`src/rtl/best_weight_tracker_pkg.sv`:
```
// Shared training definitions: tracker FSM encoding, address-width derivation
// and the drop counter width.
package best_weight_tracker_pkg;

    typedef enum logic [1:0] {
        StIdle = 2'd0,
        StCmp  = 2'd1,
        StCopy = 2'd2,
        StHalt = 2'd3
    } tracker_state_e;

    localparam int unsigned DropCntW = 8;

    // A single-entry buffer still needs a one-bit address.
    function automatic int unsigned calc_aw(input int unsigned n);
        return (n > 1) ? $clog2(n) : 1;
    endfunction

endpackage

```
`src/rtl/best_weight_tracker_edge_detect.sv`:
```
// edge_detect sub-block: one-cycle pulse on each rising edge of a level input.
module best_weight_tracker_edge_detect (
    input  logic clk,
    input  logic rst,
    input  logic i_level,
    output logic o_rise
);

    logic r_level;

    always_ff @(posedge clk or posedge rst) begin
        if (rst) begin
            r_level <= 1'b0;
        end else begin
            r_level <= i_level;
        end
    end

    assign o_rise = i_level & ~r_level;

endmodule

```
`src/rtl/best_weight_tracker.sv`:
```
// Tracks the lowest iteration error and copies the matching weights from the
// old-weight buffer into the best-weight memory whenever the error improves.
module best_weight_tracker
    import best_weight_tracker_pkg::*;
#(
    parameter int unsigned          NUM_UNKNOWNS = 2,
    parameter int unsigned          W_WIDTH      = 32,
    parameter int unsigned          ERR_WIDTH    = 32,
    parameter logic [ERR_WIDTH-1:0] ERR_THRESH   = '0,
    localparam int unsigned         AW           = calc_aw(NUM_UNKNOWNS)
) (
    input  logic                 clk,
    input  logic                 rst,
    input  logic                 i_finished,
    input  logic                 i_stop,
    input  logic [ERR_WIDTH-1:0] i_err_in,
    input  logic                 i_err_valid,
    output logic [AW-1:0]        o_w_rd_addr,
    input  logic [W_WIDTH-1:0]   i_w_rd_data,
    output logic                 o_best_wr_en,
    output logic [AW-1:0]        o_best_wr_addr,
    output logic [W_WIDTH-1:0]   o_best_wr_data,
    output logic                 o_training_done,
    output logic [ERR_WIDTH-1:0] o_best_err,
    output logic                 o_busy,
    output logic [DropCntW-1:0]  o_drop_cnt
);

    // The copy counter runs one past the last read to cover the trailing write.
    localparam int unsigned    CntW    = $clog2(NUM_UNKNOWNS + 1);
    localparam logic [CntW-1:0] LastCnt = CntW'(NUM_UNKNOWNS);
    localparam logic [CntW-1:0] LastRd  = CntW'(NUM_UNKNOWNS - 1);

    tracker_state_e r_state;
    tracker_state_e w_state_next;

    logic                 w_event;
    logic                 w_latch;
    logic                 w_drop;
    logic                 w_rd_active;
    logic                 w_stop_req;
    logic [AW-1:0]        w_rd_addr;

    logic [ERR_WIDTH-1:0] r_err;
    logic [ERR_WIDTH-1:0] r_best_err;
    logic                 r_done;
    logic                 r_stop_pend;
    logic                 r_wr_en;
    logic [AW-1:0]        r_wr_addr;
    logic [CntW-1:0]      r_cnt;
    logic [DropCntW-1:0]  r_drop_cnt;

    best_weight_tracker_edge_detect u_edge_detect (
        .clk     (clk),
        .rst     (rst),
        .i_level (i_finished),
        .o_rise  (w_event)
    );

    assign w_rd_active = (r_state == StCopy) && (r_cnt != LastCnt);
    assign w_rd_addr   = w_rd_active ? r_cnt[AW-1:0] : '0;
    assign w_stop_req  = i_stop | r_stop_pend;

    always_comb begin
        w_state_next = r_state;
        w_latch      = 1'b0;
        w_drop       = 1'b0;
        case (r_state)
            StIdle: begin
                if (i_stop) begin
                    w_state_next = StHalt;
                end else if (w_event) begin
                    if (i_err_valid) begin
                        w_latch      = 1'b1;
                        w_state_next = StCmp;
                    end else begin
                        w_drop = 1'b1;
                    end
                end
            end
            StCmp: begin
                w_drop = w_event;
                if (r_err < r_best_err) begin
                    w_state_next = StCopy;
                end else begin
                    w_state_next = w_stop_req ? StHalt : StIdle;
                end
            end
            StCopy: begin
                w_drop = w_event;
                if (r_cnt == LastCnt) begin
                    w_state_next = w_stop_req ? StHalt : StIdle;
                end
            end
            StHalt: begin
                w_state_next = StHalt;
            end
            default: begin
                w_state_next = StIdle;
            end
        endcase
    end

    always_ff @(posedge clk or posedge rst) begin
        if (rst) begin
            r_state     <= StIdle;
            r_err       <= '0;
            r_done      <= 1'b0;
            r_stop_pend <= 1'b0;
        end else begin
            r_state <= w_state_next;
            if (w_latch) begin
                r_err <= i_err_in;
            end
            if ((r_state == StCmp) && (r_err <= ERR_THRESH)) begin
                r_done <= 1'b1;
            end
            // A stop seen mid-sequence is remembered until the copy drains.
            if (i_stop && ((r_state == StCmp) || (r_state == StCopy))) begin
                r_stop_pend <= 1'b1;
            end
        end
    end

    always_ff @(posedge clk or posedge rst) begin
        if (rst) begin
            r_cnt      <= '0;
            r_wr_en    <= 1'b0;
            r_wr_addr  <= '0;
            r_best_err <= '1;
        end else begin
            r_cnt     <= ((r_state == StCopy) && (r_cnt != LastCnt)) ? r_cnt + 1'b1 : '0;
            r_wr_en   <= w_rd_active;
            r_wr_addr <= w_rd_addr;
            if ((r_state == StCopy) && (r_cnt == LastRd)) begin
                r_best_err <= r_err;
            end
        end
    end

    always_ff @(posedge clk or posedge rst) begin
        if (rst) begin
            r_drop_cnt <= '0;
        end else if (w_drop && (r_drop_cnt != '1)) begin
            r_drop_cnt <= r_drop_cnt + 1'b1;
        end
    end

    // Buffer data arrives one cycle after its address, aligned with r_wr_en.
    assign o_best_wr_data  = r_wr_en ? i_w_rd_data : '0;
    assign o_best_wr_en    = r_wr_en;
    assign o_best_wr_addr  = r_wr_addr;
    assign o_w_rd_addr     = w_rd_addr;
    assign o_training_done = r_done;
    assign o_best_err      = r_best_err;
    assign o_busy          = (r_state == StCmp) || (r_state == StCopy);
    assign o_drop_cnt      = r_drop_cnt;

endmodule

```
`config.mk`:
```
export PLATFORM = sky130hd
export DESIGN_NAME = best_weight_tracker
export DESIGN_NICKNAME = d
export VERILOG_FILES = /design/src/rtl/best_weight_tracker_pkg.sv /design/src/rtl/best_weight_tracker_edge_detect.sv /design/src/rtl/best_weight_tracker.sv
export SDC_FILE = /design/constraint.sdc
export NUM_CORES = 1
export LEC_CHECK = 0
export CELL_PAD_IN_SITES_DETAIL_PLACEMENT = 1
export CELL_PAD_IN_SITES_GLOBAL_PLACEMENT = 1
export CORE_AREA = 2 2 119 121
export CTS_CLUSTER_SIZE = 14
export DETAILED_ROUTE_END_ITERATION = 6
export DIE_AREA = 0 0 121 123
export PLACE_DENSITY = 0.73
export SYNTH_ARGS = -nofsm -noshare
export SYNTH_HDL_FRONTEND = slang
export SYNTH_SLANG_ARGS = --single-unit
```
`constraint.sdc`:
```
create_clock -name clk -period 3.1 [get_ports clk]
set_input_delay 0.93 -clock clk [delete_from_list [all_inputs] [get_ports clk]]
set_output_delay 0.93 -clock clk [all_outputs]
set_load 0.03 [all_outputs]
```
; After elaboration in Yosys (flattened, before gate mapping)
; Cells that the tools add are included.
[totals]
in_bits = 69
register_bits = 81
output_inout_bits = 77
wordCells = 54
[classes]
muxes = 18
n_reduce_logical = 9
eq_ne = 10
addsub = 2
bitwise = 3
order_cmp = 2
[op_table]
columns = cell, count
row1 = "<= comparator 32 x 1 -> 1 bit, second input constant", 1
row2 = < comparator 32 bit, 1
row3 = 2-to-1 mux 32 bit, 1
row4 = 2-to-1 mux 2 bit, 7
row5 = "adder 8 x 1 -> 8 bit, second input constant", 1
row6 = 2-to-1 mux 1 bit, 8
row7 = "!= test 8 bit, second input constant", 1
row8 = one-hot mux 2 bit (4 select lines), 1
row9 = "equality test 2 bit, second input constant", 3
row10 = logical AND 1 bit, 5
row11 = "equality test 2 x 1 -> 1 bit, second input constant", 2
row12 = "!= test 3 x 2 -> 1 bit, second input constant", 1
row13 = "!= test 3 bit, second input constant", 1
row14 = AND reduction 3 bit, 1
row15 = "adder 2 x 1 -> 2 bit, second input constant", 1
row16 = zero test 2 bit, 1
row17 = "!= test 2 x 1 -> 1 bit, second input constant", 1
row18 = "!= test 2 bit, second input constant", 1
row19 = one-hot mux 1 bit (2 select lines), 1
row20 = OR reduction 2 bit, 1
row21 = bitwise AND 1 bit, 1
row22 = logical OR 1 bit, 1
row23 = NOT 1 bit, 1
row24 = OR 1 bit, 1

; Depth between registers and ports, before layout
; Gate-level depths: netlist of the first run.
[logic_depth]
ltp_word = 6
ltp_mapped = 8
depth_no_buf = 8

; Cells and area by module
; From an unflattened synthesis of the first run, not the netlist that was laid out.
[unflattened]
cells_unflattened = 369
area_unflattened_um2 = 4312.9
[by_module_without_submodules]
columns = mod, seq_area_each_um2, area_per_inst_um2, cells_per_inst, instances
row1 = best_weight_tracker, 2042.0, 4270.3, 366, 1
row2 = best_weight_tracker_edge_detect, 25.0, 42.5, 3, 1

; Worst setup path before layout of the first run
; No wires, ideal clock.
[synth_timing]
path_kind = register -> register
from = reg r_best_err[7] (netlist: o_best_err[7])
to = reg r_state[1]
t_arrival_ns = 2.130
synth_period_minus_slack_ns = 2.256
stages_incl_launch_ff = 8
required_ns = 2.974
slack_ns = 0.844
setup_ns = 0.126
n_path_buf = 0
cell_sequence = dfstp_2 -> inv_1 -> ha_1 -> nand4_1 -> o311a_1 -> o41ai_2 -> a31oi_1 -> a311o_1
[synth_via]
elab_chain_cells = 3
[synth_lines]
columns = item, line_no
row1 = from (decl), best_weight_tracker.sv:45  ; logic [ERR_WIDTH-1:0] r_best_err;
row2 = from (signal assigned), best_weight_tracker.sv:136  ; r_best_err <= r_err;
row3 = < comparator 32 bit, best_weight_tracker.sv:83  ; if (r_err < r_best_err) begin
row4 = 2-to-1 mux 2 bit, best_weight_tracker.sv:83
row5 = one-hot mux 2 bit (4 select lines), best_weight_tracker.sv:68  ; case (r_state)
row6 = to (signal assigned), best_weight_tracker.sv:106  ; r_state <= StIdle;
row7 = to (signal assigned), best_weight_tracker.sv:111  ; r_state <= w_state_next;
row8 = to (decl), best_weight_tracker.sv:34  ; tracker_state_e r_state;
; Every way passes these cells.
; A chain may end at the register's enable or synchronous reset.

; Final worst setup path of the first run
[layout_timing]
from = reg r_state[0]
to = out o_busy
[layout_via]
elab_chain_cells = 2
word_cells_on_any_way = 3
classes_between = eq/ne: 2 / reduce/logical: 1
[layout_lines]
columns = item, line_no
row1 = equality test 2 x 1 -> 1 bit or equality test 2 bit (tied branches), best_weight_tracker.sv:156  ; assign o_busy = (r_state == StCmp) || (r_state == StCopy);
row2 = logical OR 1 bit *, best_weight_tracker.sv:156
row3 = to (decl), best_weight_tracker.sv:25  ; output logic o_busy,
; Every way passes the cells marked *; elsewhere a longest branch is shown, timed or not.

==> results.cfg, run 1 <==
[placed_design]
placed_area_um2 = 5920
dp_hpwl_um = 8630
io_buffers = 145
place_inst = 686
gp_congestion = 0.786
place_ws_ns = 0.380

[finish]
regArea_um2 = 2070
multi_input_area_um2 = 2050
area_growth_pct = 45.2
final_area_um2 = 6230
drive_gt1_frac = 0.289
fill_cells = 1481
antenna_cells = 0
nets = 624
final_cells = 702

[floorplanning]
initial_core_util = 0.315
core_um2 = 13600
die_h_um = 123
io_pins = 146
die_width_um = 121
dieArea_um2 = 14900
rows = 43

[critical_path]
cp.arrival_ns = 1.85
end_kind = output port
worstPathMaxFanout = 4
cp-start-kind = flip-flop
critPathKind = flip-flop to output port
crit_required_ns = 2.17

[global_routing]
grt_max_degree = 82
grt_pass1_wl_um = 18200
grt_pass1_vias = 3579
track_usage = 0.158
gr-total-overflow = 0
antenna_found_initial = 0

[sta]
max_slew.worst_pin.slew_ns = 0.470
skew_ns = 0.00689
fmax_mhz = 360
fin_ws_ns = 0.321
setup_viol = 0
maxSlewHeadroom = 0.687
grt_setup_unrepaired = false
finalHoldViolCount = 0
fin_crit_sh = 0.896
finalSetupTns_ns = 0
slew_viol_final = 0
post-route-min-period_ns = 2.78

[logic_synthesis]
synth_area_um2 = 4290
synth_warnings = 0
ys_types = 44
synth_area_leaders = dfrtp_1 (29%), dfstp_2 (20%), mux2_2 (15%), ha_1 (11%), and2_1 (4.7%)
synth_top_cell_by_area = dfrtp_1
synthCells = 366
synth-seq-cells = 81
ys_async_sr_fraction = 1.00
synth_top_area_share = 0.286
yosysSeqAreaShare = 0.482
synth.avg_cell_area_um2 = 11.7
ys.flop_type = dfrtp_1
synthesis.nets = 473
synth-edff-count = 0

[routing]
drc = 0
wl_per_cell_um = 16.1
drt_iter0_markers = 40
routed_wl_um = 11300
vias_per_cell = 4.72
drtAntennaViolNets = 0
first_pass_iters = 3
vias = 3313

[cts]
ctsHoldBuffers = 0
clk_pin_slew_ns = 0.07
cts_buffers = 9
cts.sinks = 81
clk_latency_ns = 0.34
htreeDepth = 3
post_cts_buffers = 0
cts_tree = built
ctsLongestPathBuffers = 2
cts-root-buf = clkbuf_16

[run_status]
status = complete, no violations

[power]
peakVddDrop_uv = 200
power_w = 0.00226
p_leak_nw = 2.87
power_density_nw_per_um2 = 363

[worst_hold_path]
hold_path.class = flip-flop to flip-flop

[run]
cap_violations = 0
-- cell usage in the layout, fill, tap and decap left out, types with 3 or more instances in the layout --
cell type	n
inv_6	3
inv_1	36
o21ai_0	4
nand4_1	8
xnor2_1	6
nand2_1	18
mux2_1	6
and2_1	32
clkdlybuf4s50_1	112
buf_12	3
ha_1	38
dfrtp_1	49
clkbuf_16	9
dfstp_2	32
a21oi_1	12
buf_4	33
nor2_1	13
and3_1	3
mux2_2	59
nor4_1	7
-- what timing repair did --
action | CTS | global route
endpoints found under the setup margin | 0 | 1
resized for setup | 0 | 1
hold endpoints to repair | 0 | 0
-- synthesized netlist by cell type (4+ instances only) --
library cell  instances
xnor2_1               6
nor4_1                7
o21ai_0               4
mux2_2               59
nand4_1               8
mux2_1                6
dfrtp_1              49
and2_1               32
nor2_1               14
nand2_1              18
ha_1                 38
dfstp_2              32
a21oi_1              12
inv_1                37
-- kinds of logic after synthesis --
logic type	count (synthesis)	share of synthesized area
buffers and inverters	46	0.0411
AND/OR/NAND/NOR	94	0.123
adder cells (fa/ha/maj)	38	0.111
AO/OA/AOI/OAI	35	0.0575
multiplexers	65	0.171
flip-flops	81	0.482
XOR/XNOR	7	0.0143
-- report_power, final --
group          switching [W]  leakage (nW)  internal [W]
clock               0.000454         0.143      0.000631
combinational      0.0000362          1.72     0.0000780
sequential       0.000000298          1.00       0.00106
total               0.000491          2.87       0.00177
-- flip-flops by register name, summed over array words and instances (netlist names) --
signal and count:
o_best_err 32, r_err 32, o_best_wr_en 1, o_drop_cnt 8, u_edge_detect.r_level 1, o_training_done 1, o_best_wr_addr 1, r_state 2
r_cnt 2, r_stop_pend 1
-- final cells by class --
| class | count | area share |
|---|---|---|
| flip-flops and latches | 81 | 0.332 |
| clock buffers | 9 | 0.0362 |
| clock inverters | 7 | 0.0123 |
| multi-input cells | 239 | 0.330 |
| inverters | 37 | 0.0225 |
| well taps | 180 | 0.0362 |
| repair buffers | 149 | 0.231 |
-- through the flow --
| stage | utilization | hold WS, ns |
|---|---|---|
| final | 0.457 | 0.474 |
| after global routing | 0.457 | 0.495 |
| after CTS | 0.457 | 0.485 |
| after detailed placement | 0.435 | 0.463 |
| after global placement | 0.435 | 0.448 |
| after floorplan | - | 0.432 |
-- layer usage --
metal / share of wire / wire length [um] / GRT usage
met1: 0.41 / 4600 / 0.180
met2: 0.50 / 5670 / 0.284
met3: 0.075 / 848 / 0.0415
met4: 0.017 / 196 / 0.0567
met5: 0 / 0 / 0
-- path summary, 6_finish.rpt --
check                           startpoint               to  slack [ns]  cells after the start
min in group asynchronous              rst         r_err[4]        1.02                      3
setup reg to reg             o_best_err[7]       r_state[1]        0.72                      7
max in group asynchronous              rst   o_best_err[19]        1.72                      3
setup / recovery                r_state[0]           o_busy        0.32                      3
hold reg to reg            o_training_done  o_training_done        0.47                      1
hold / removal             o_training_done  o_training_done        0.47                      1
-- worst max-delay path, stage by stage, from the launching register on --
cell and delay, ns:
dfrtp_1 0.40, inv_1 0.09, ha_1 0.34, clkdlybuf4s50_1 0.69
Power figures use the tool's default switching activity.
==> inputs of run 2 (changes only) <==
--- a/config.mk
+++ b/config.mk
@@ -15,3 +15,4 @@
 export SYNTH_ARGS = -nofsm -noshare
 export SYNTH_HDL_FRONTEND = slang
 export SYNTH_SLANG_ARGS = --single-unit
+export TNS_END_PERCENT = 1
==> results of run 2 <==
The final DEF is identical to that of run 1; final timing and power are the same.
==> RTL edit (config.mk and constraints of run 2) <==
Re-encode `tracker_state_e` (4 states) as one-hot, 4 bits wide.
--- a/src/rtl/best_weight_tracker_pkg.sv
+++ b/src/rtl/best_weight_tracker_pkg.sv
@@ -2,11 +2,11 @@
 // and the drop counter width.
 package best_weight_tracker_pkg;
 
-    typedef enum logic [1:0] {
-        StIdle = 2'd0,
-        StCmp  = 2'd1,
-        StCopy = 2'd2,
-        StHalt = 2'd3
+    typedef enum logic [3:0] {
+        StIdle = 4'b0001,
+        StCmp  = 4'b0010,
+        StCopy = 4'b0100,
+        StHalt = 4'b1000
     } tracker_state_e;
 
     localparam int unsigned DropCntW = 8;
Formal check against the unedited RTL: no difference found for any inputs over 10 cycles, from zero or initial values and one cycle with rst high; not proved beyond that.
==> RTL edit against run 2 <==
Worst setup slack got worse by 0.087 ns. Wire length rose by 4.5%. Fmax fell by 3.0%. Final area rose by 2.4%. Critical path type unchanged. Synthesized area rose by 3.0%. Critical endpoint is now o_w_rd_addr. Synthesized cell count rose by 5.5%. Sequential cell count rose by 2.
Power is not compared: it rests on default switching activity, and its combinational part moved more than twofold at a synthesized area within 25%.
==> RTL edit: results (changes against run 2) <==
Power
  – Leak Pwr: 2.76 nW
  – Sw frac: 33.0%

STA
  – Worst relative slew slack: 60.5% (-8.2 points)
  – Worst Skew: 0.00714 ns (+0.000248 ns)
  – Final setup viols: 0 (unchanged)

Critical path
  – Worst r2r dst: r_state[0]
  – Worst Setup EP: o_w_rd_addr
  – Crit. Startpoint: r_state[3]
  – Slowest cell on crit path: dfrtp_1
  – Crit path largest cell delay: 0.45 ns (-0.24 ns)
  – Length in cells of the worst reg-to-reg path: 7 (unchanged)
  – RR Startpoint: o_best_err[14]
  – Reg2Reg Setup Slack: 0.66 ns (-0.06 ns)
  – CP Max Fanout: 6 (+2)

Global route
  – Antenna violations before repair: 0 (unchanged)
  – Global-route wire length before repair: 19600 um (+7.9%)
  – Largest net degree at the start of global routing: 37 (-55%)
  – Global-route usage over all layers: 16.9% (+1.2 points)
  – Vias in the first global route: 3832 (+7.1%)

Clocking
  – Clock Sinks: 83 (+2.5%)
  – Num CTS Buffers: 9 (unchanged)
  – H-tree depth: 3 (unchanged)
  – Clock Path Buffers: 2 (unchanged)
  – Worst-Skew Late Latency: 0.34 ns (about the same)
  – Clock root buffer master: clkbuf_16
  – Worst-path clk slew: 0.06 ns

Run status
  – Status: finished, final reports clean

Yosys
  – Ys flop type: dfrtp_1
  – Post-synth cell types: 48 (+9.1%)
  – Post-synth top cells: 63 x mux2_1, 50 x dfrtp_1, 40 x inv_1
  – Syn nets: 489 (+3.4%)
  – Seq/Total Area, Yosys: 47.9% (-0.26 points)
  – Synth area leaders: dfrtp_1 28%, dfstp_2 20%, mux2_1 16%

Place
  – I/O Buffers: 145 (unchanged)
  – Placer Congestion: 0.746 (-5.1%)
  – Dpl hpwl: 9380 um (+8.7%)

Layout
  – # diodes: 0 (unchanged)
  – Layout cells sized above 1: 16.9% (-12 points)
  – Fillcell total: 1484 (+0.20%)
  – Nets: 642 (+2.9%)

Route
  – Total Wirelength: 11800 um (+4.5%)
  – Via count: 3477 (+5.0%)
  – 1st-pass router iterations: 4 (+1)
  – Starting DRT DRC Count: 77 (+93%)
  – Final ANT Viol Nets: 0 (unchanged)

Min path
  – Worst hold path class: reg -> reg
==> RTL edit: changes by cell type after synthesis, moves of 4 or more <==
cell	change
ha_1	-4
mux2_1	+57
xor2_1	+4
nand2_1	-5
mux2_2	-57
nand3_1	+5
nand2b_1	+4
nor3_1	+6
==> RTL edit: cell families after synthesis <==
kind of cell    count (synthesis)  synth area share [%]
compound gates                 39                  5.75
simple gates                  107                  13.9
mux                            65                  16.6
xor+xnor                        8                  1.59
fa+ha+maj                      34                  9.63
buf+inv                        50                  4.59
flops                          83                  47.9
==> RTL edit: timing repair <==
| item | CTS | global route |
|---|---|---|
| resized for setup | 1 | 1 |
| setup buffers | 0 | 0 |
| hold buffers | 0 | 0 |
| setup endpoints to repair | 1 | 1 |
==> RTL edit: critical path, delay by kind of cell, from the launching register on <==
kind	cells	cell delay, ns
buffers and inverters	1	0.43
flip-flops	1	0.45
AND/OR/NAND/NOR	4	0.72
==> RTL edit: power by group through the flow <==
stage                     registers, mW  clock network [mW]  logic [mW]
final                              1.65                1.06        1.21
after global routing               1.70                1.14        1.39
after CTS                          1.65                1.09        1.24
after detailed placement           1.67                   0        1.23
after global placement             1.65                   0        1.15
after floorplan                    1.60                   0       0.795
==> RTL edit: stage by stage <==
step | power [mW] | utilization, % | setup slack [ns] | instances | instance area [sq um]
after floorplan | 2.40 | - | 0.0878 | 386 | 4420
after global placement | 2.80 | 44.7 | 0.212 | 708 | 6080
after detailed placement | 2.89 | 44.7 | 0.187 | 708 | 6080
after CTS | 3.98 | 46.8 | 0.0366 | 724 | 6370
after global routing | 4.23 | 46.8 | 0.0438 | 724 | 6370
final | 3.92 | 46.8 | 0.234 | 724 | 6370
==> RTL edit: how the worst min path moves through the flow <==
| stage | startpoint | endpoint | slack, ns | cells after the start |
|---|---|---|---|---|
| floorplan | r_stop_pend | r_stop_pend | 0.43 | 1 |
| global placement | r_stop_pend | r_stop_pend | 0.44 | 1 |
| detailed placement | r_stop_pend | r_stop_pend | 0.45 | 1 |
| CTS | r_stop_pend | r_stop_pend | 0.46 | 1 |
| global route | r_stop_pend | r_stop_pend | 0.49 | 1 |
| finish | r_stop_pend | r_stop_pend | 0.46 | 1 |
==> RTL edit: layout make-up <==
type,instances,area (sq um),area share (%)
clock buffers,14,254,3.99
inverters,40,151,2.38
clock inverters,2,35.0,0.550
flip-flops and latches,83,2120,33.2
well taps,180,225,3.53
repair buffers,152,1490,23.3
multi-input cells,253,2100,33.0
==> RTL edit: layer usage <==
| metal | vias up | track usage [%] | routed length [um] |
|---|---|---|---|
| met5 | - | 0 | 0 |
| met4 | 0 | 5.60 | 152 |
| met3 | 12 | 4.89 | 988 |
| met2 | 120 | 30.6 | 5960 |
| met1 | 1687 | 19.1 | 4720 |
| li1 | 1658 | - | - |
